$ cat config.mk
export PLATFORM = sky130hd
export DESIGN_NAME = oam_line_scanner
export DESIGN_NICKNAME = d
export VERILOG_FILES = /design/src/rtl/oam_line_scanner_pkg.sv /design/src/rtl/oam_line_hit.sv /design/src/rtl/oam_line_scanner.sv
export SDC_FILE = /design/constraint.sdc
export NUM_CORES = 1
export LEC_CHECK = 0
export BUFFER_PORTS_ARGS = -buffer_cell sky130_fd_sc_hd__buf_2
export CAP_MARGIN = 20
export CORE_MARGIN = 2
export CORE_UTILIZATION = 50
export DETAILED_ROUTE_END_ITERATION = 7
export PLACE_DENSITY = 0.81
export SETUP_SLACK_MARGIN = 0.02
export SYNTH_ARGS = -nofsm -noshare
export SYNTH_HDL_FRONTEND = slang
export SYNTH_SLANG_ARGS = --single-unit
$ cat constraint.sdc
create_clock -name clk -period 7 [get_ports clk]
set_clock_uncertainty 0.1 [all_clocks]
set_input_delay 0.7 -clock clk [delete_from_list [all_inputs] [get_ports clk]]
set_output_delay 0.7 -clock clk [all_outputs]
set_load 0.03 [all_outputs]
$ cat src/rtl/oam_line_scanner_pkg.sv
// Shared video types for the OAM line scanner: list capacity, Y offset,
// sprite heights, the selected-slot record and the scanner state encoding.
package oam_line_scanner_pkg;

    localparam int OAM_MAX_PER_LINE = 10;
    localparam int OAM_Y_OFFSET     = 16;
    localparam int OAM_H_SHORT      = 8;
    localparam int OAM_H_TALL       = 16;

    typedef struct packed {
        logic [5:0] index;
        logic [7:0] XPosition;
    } SpriteSlot;

    typedef enum logic [1:0] {
        ST_IDLE,
        ST_SCAN,
        ST_FLUSH,
        ST_DONE
    } scan_state_t;

endpackage

$ cat src/rtl/oam_line_hit.sv
// Y-range test for one OAM entry against the current LCD line. Everything is
// widened to 9 bits so ly+16 and oam_y+h never wrap.
module oam_line_hit
    import oam_line_scanner_pkg::*;
(
    input  logic [7:0] ly,
    input  logic [7:0] oam_y,
    input  logic       tall,
    output logic       hit
);

    logic [8:0] line_pos;
    logic [8:0] y_top;
    logic [8:0] y_end;

    // Sprite covers screen rows [oam_y-16, oam_y-16+h); compare in offset space.
    always_comb begin
        line_pos = {1'b0, ly} + 9'(OAM_Y_OFFSET);
        y_top    = {1'b0, oam_y};
        y_end    = y_top + (tall ? 9'(OAM_H_TALL) : 9'(OAM_H_SHORT));
        hit      = (line_pos >= y_top) && (line_pos < y_end);
    end

endmodule

$ cat src/rtl/oam_line_scanner.sv
// OAM line scanner: walks all OAM entries once per start, selects the sprites
// that overlap the latched line and records up to MAX_PER_LINE of them.
// Build option OAM_XSORT_EN keeps the list sorted by X (stable); without it the
// list is in OAM index order. Timing is identical in both builds.
module oam_line_scanner
    import oam_line_scanner_pkg::*;
#(
    parameter  int NUM_SPRITES  = 40,
    parameter  int MAX_PER_LINE = OAM_MAX_PER_LINE,
    localparam int IDX_W        = $clog2(NUM_SPRITES),
    localparam int CNT_W        = $clog2(MAX_PER_LINE + 1)
) (
    input  logic                                   clk,
    input  logic                                   reset,
    input  logic                                   start,
    input  logic [7:0]                             ly,
    input  logic                                   tall,
    output logic [IDX_W-1:0]                       oam_idx,
    input  logic [7:0]                             oam_y,
    input  logic [7:0]                             oam_x,
    output logic                                   busy,
    output logic                                   done,
    output logic [CNT_W-1:0]                       sel_count,
    output logic [MAX_PER_LINE-1:0][IDX_W-1:0]     sel_idx,
    output logic [MAX_PER_LINE-1:0][7:0]           sel_x
);

    scan_state_t state, state_next;

    logic                                 accept;
    logic                                 last_addr;
    logic [7:0]                           ly_q;
    logic                                 tall_q;
    logic                                 vld_p1;
    logic [IDX_W-1:0]                     idx_p1;
    logic                                 hit;
    logic                                 take;
    logic [CNT_W-1:0]                     pos;
    logic [MAX_PER_LINE-1:0][IDX_W-1:0]   idx_next;
    logic [MAX_PER_LINE-1:0][7:0]         x_next;

    assign accept    = (state == ST_IDLE) && start;
    assign last_addr = (oam_idx == IDX_W'(NUM_SPRITES - 1));
    assign take      = vld_p1 && hit && (sel_count < CNT_W'(MAX_PER_LINE));

    // State register.
    always_ff @(posedge clk) begin
        if (reset) state <= ST_IDLE;
        else       state <= state_next;
    end

    // Next-state and status outputs.
    always_comb begin
        state_next = state;
        busy       = 1'b0;
        done       = 1'b0;
        case (state)
            ST_IDLE:  if (start) state_next = ST_SCAN;
            ST_SCAN: begin
                busy = 1'b1;
                if (last_addr) state_next = ST_FLUSH;
            end
            ST_FLUSH: begin
                busy       = 1'b1;
                state_next = ST_DONE;
            end
            ST_DONE: begin
                done       = 1'b1;
                state_next = ST_IDLE;
            end
            default:  state_next = ST_IDLE;
        endcase
    end

    // Address counter and evaluation-valid flag (stage 0 -> stage 1).
    always_ff @(posedge clk) begin
        if (reset) begin
            oam_idx <= '0;
            vld_p1  <= 1'b0;
        end else begin
            vld_p1 <= (state == ST_SCAN);
            if (state == ST_SCAN) oam_idx <= last_addr ? '0 : oam_idx + 1'b1;
        end
    end

    // Line parameters captured at start; entry index follows the read latency.
    always_ff @(posedge clk) begin
        idx_p1 <= oam_idx;
        if (accept) begin
            ly_q   <= ly;
            tall_q <= tall;
        end
    end

    oam_line_hit u_hit (
        .ly    (ly_q),
        .oam_y (oam_y),
        .tall  (tall_q),
        .hit   (hit)
    );

    // Insertion slot: after every entry with X <= new X keeps the sort stable.
    always_comb begin
`ifdef OAM_XSORT_EN
        pos = '0;
        for (int j = 0; j < MAX_PER_LINE; j++) begin
            if ((CNT_W'(j) < sel_count) && (sel_x[j] <= oam_x)) pos = pos + 1'b1;
        end
`else
        pos = sel_count;
`endif
    end

    // List after inserting the current entry at pos, shifting the tail up.
    always_comb begin
        idx_next = sel_idx;
        x_next   = sel_x;
        for (int j = 0; j < MAX_PER_LINE; j++) begin
            if (CNT_W'(j) == pos) begin
                idx_next[j] = idx_p1;
                x_next[j]   = oam_x;
            end else if (CNT_W'(j) > pos) begin
                idx_next[j] = sel_idx[(j > 0) ? j - 1 : 0];
                x_next[j]   = sel_x[(j > 0) ? j - 1 : 0];
            end
        end
    end

    // Selected-sprite list; cleared on reset and on every accepted start.
    always_ff @(posedge clk) begin
        if (reset || accept) begin
            sel_count <= '0;
            sel_idx   <= '0;
            sel_x     <= '0;
        end else if (take) begin
            sel_count <= sel_count + 1'b1;
            sel_idx   <= idx_next;
            sel_x     <= x_next;
        end
    end

endmodule

==> qor.csv <==
metric,value,unit
Worst Setup End Kind,register,
setup TNS after final layout,0,ns
most frequently used flop master after synthesis,sky130_fd_sc_hd__dfxtp_1,
post-synthesis async set-or-reset flop share,0,%
data required time of the critical path,7.22,ns
Sinks on Clock Net,168,
count of distinct cell types in the synthesized netlist,50,
insertion delay to the later sink of the worst-skew pair,0.43,ns
CTS H-tree depth,4,
register-to-register setup slack,2.34,ns
simple-gate share of the synthesized area,9.56,%
number of maximum-capacitance constraint violations,0,
final critical-path required period,4.66,ns
Final setup viols,0,
number of top-level pins,180,
Slew Limit Headroom,22.0,%
CTS root buffer,sky130_fd_sc_hd__clkbuf_16,
final wirelength,22300,um
final setup margin,2.34,ns
Final Hold Vio Count,0,
"arithmetic-cell share of the synthesized area counting full adders, half adders and majority gates",4.40,%
final HPWL from detailed placement,15400,um
overflow left after global routing,0,
share of cell area taken by muxes after synthesis,9.32,%
Max Freq,214,MHz
RSZ-0062 raised after global routing,false,
drt via density,5.88,
Yosys warnings,0,
launching element type of the critical path,register,
first-pass GRT wire length,34700,um
data arrival time of the critical path,4.88,ns
floorplan row count,45,
drc violations,0,
Starting DRT DRC Count,769,
number of storage elements in the synthesis netlist,168,
number of synthesized flops with an enable pin,9,
average size of a mapped cell,9.09,um2
via count of the first global-routing pass,6575,
wire per inst,18.2,um
top fanout value on the critical path,72,
Total GRT Usage,26.5,%
TritonRoute pass-1 iters,6,
Max Buffers Root-to-Sink,2,
outcome,completed,
Antenna diodes,0,
maximum vdd ir drop,357,uV
area of the core,15300,um2
PortBufs,179,
number of hold buffers added after cts,0,
y dimension of the die,129,um
initial core utilization,51.5,%
path type of the worst setup path,register to register,
pin slew with the least headroom to its limit,1.17,ns
floorplan die width,129,um
largest net degree at the start of global routing,101,
Final nets,1054,
die area,16700,um2
number of setup buffers added after CTS,0,
most frequent standard cell in the layout excluding fill and tap cells,sky130_fd_sc_hd__buf_2,
GP Congestion,0.862,
ANT nets after route,0,
"commonest non-fill, non-tap cells in the layout","sky130_fd_sc_hd__buf_2 (179), sky130_fd_sc_hd__dfxtp_1 (159), sky130_fd_sc_hd__a21oi_1 (136)",
Gate Count Post-Synth,864,
dominant combinational cell family by area after synthesis,compound AO/OA/AOI/OAI gates,
Setup Slack @ Placement,2.14,ns
Total Power,0.00300,W
final cycle utilization of the critical path,66.6,%
sequential element share of the synthesized area,44.0,%
layout overhead on the synthesized area,20.4,%
HP Class,register to register,
CTS clock-pin slew for the worst setup and hold paths,0.06,ns
Resized cells post-CTS,0,
xor and xnor area share after synthesis,0.892,%
clock tree from TritonCTS,yes,
total CTS buffers,17,
DR vias,7192,
Pwr Density,317,nW/um2
cell area after technology mapping,7850,um2
number of max-slew violations in the final report,0,
P_leak,3.72,nW
Synth Net Count,919,
share of cells above drive strength 1,24.4,%
number of antenna violations at the first check in global routing,0,
complex-gate fraction of the synthesized area,26.3,%
## metal layers
layer | part of all wire (%) | GRT usage [%] | vias up
met4 | 2.5 | 9.02 | 0
met2 | 44 | 40.8 | 362
met1 | 44 | 36.2 | 3359
met5 | 0 | 0 | -
li1 | - | - | 3433
met3 | 9.8 | 6.85 | 38
## cell usage after synthesis, drive strengths merged, types with 3 or more instances
cell type,n,area (um2)
xnor2,4,35.0
clkbuf,58,218
a21o,3,22.5
a211oi,89,678
edfxtp,9,270
inv,32,120
nand2,39,146
o211ai,14,105
o221a,14,158
nor2,84,315
o22ai,14,87.6
xor2,4,35.0
o31ai,14,105
nand2b,4,25.0
ha,26,325
o21a,14,105
dfxtp,159,3180
a21oi,136,681
buf,17,98.8
nor3,20,115
mux2i,72,721
nand4,4,25.0
nand3,5,25.0
o21ai,6,30.0
nor2b,3,18.8
## per-stage QoR
stage,instance area [um2],utilization (%),hold slack [ns],instances
after floorplan,7850,-,0.399,864
after global placement,8780,57.5,0.285,1188
after detailed placement,8780,57.5,0.288,1188
after CTS,9410,61.7,0.298,1220
after global routing,9460,62.0,0.322,1223
final,9460,62.0,0.298,1223
## critical path: stages, from the launching register on
cell and delay (ns):
sky130_fd_sc_hd__edfxtp_1 0.39, sky130_fd_sc_hd__inv_1 0.11, sky130_fd_sc_hd__ha_1 0.18, sky130_fd_sc_hd__inv_1 0.06
sky130_fd_sc_hd__fa_1 0.40, sky130_fd_sc_hd__nor3_1 0.20, sky130_fd_sc_hd__xnor2_1 0.10, sky130_fd_sc_hd__ha_1 0.20
sky130_fd_sc_hd__a211oi_1 0.26, sky130_fd_sc_hd__o2111ai_1 0.34, sky130_fd_sc_hd__a2111oi_4 0.28, sky130_fd_sc_hd__buf_4 0.61
sky130_fd_sc_hd__nand2b_1 0.76, sky130_fd_sc_hd__o221a_2 0.54
## path summary, 6_finish.rpt
| check | from | depth (start not counted) | to |
|---|---|---|---|
| setup reg to reg | tall_q | 13 | sel_idx[17] |
| hold reg to reg | oam_idx[5] | 0 | idx_p1[5] |
| hold / removal | oam_idx[5] | 0 | idx_p1[5] |
| setup / recovery | tall_q | 13 | sel_idx[17] |
## cell families after synthesis
logic type | count (synthesis)
compound gates | 312
xor+xnor | 8
fa+ha+maj | 27
buf+inv | 107
flops | 168
mux | 73
simple gates | 169
## flip-flops by register name (all words and copies together), names as in the netlist
| register | flops |
|---|---|
| vld_p1 | 1 |
| sel_count | 4 |
| idx_p1 | 6 |
| ly_q | 8 |
| tall_q | 1 |
| sel_x | 80 |
| state | 2 |
| sel_idx | 60 |
| oam_idx | 6 |
## cell type report
class	instances	area, um2
flip-flops and latches	168	3450
repair buffers	191	1010
clock inverters	9	124
multi-input cells	589	3980
fillers	1311	5800
inverters	32	120
well taps	211	264
clock buffers	23	509
## power by group
part | switching, W | internal [W] | total, W
combinational | 0.000575 | 0.000271 | 0.000846
clock | 0.000406 | 0.000595 | 0.00100
sequential | 0.0000855 | 0.00107 | 0.00115
total | 0.00107 | 0.00193 | 0.00300
Power figures use the tool's default switching activity.
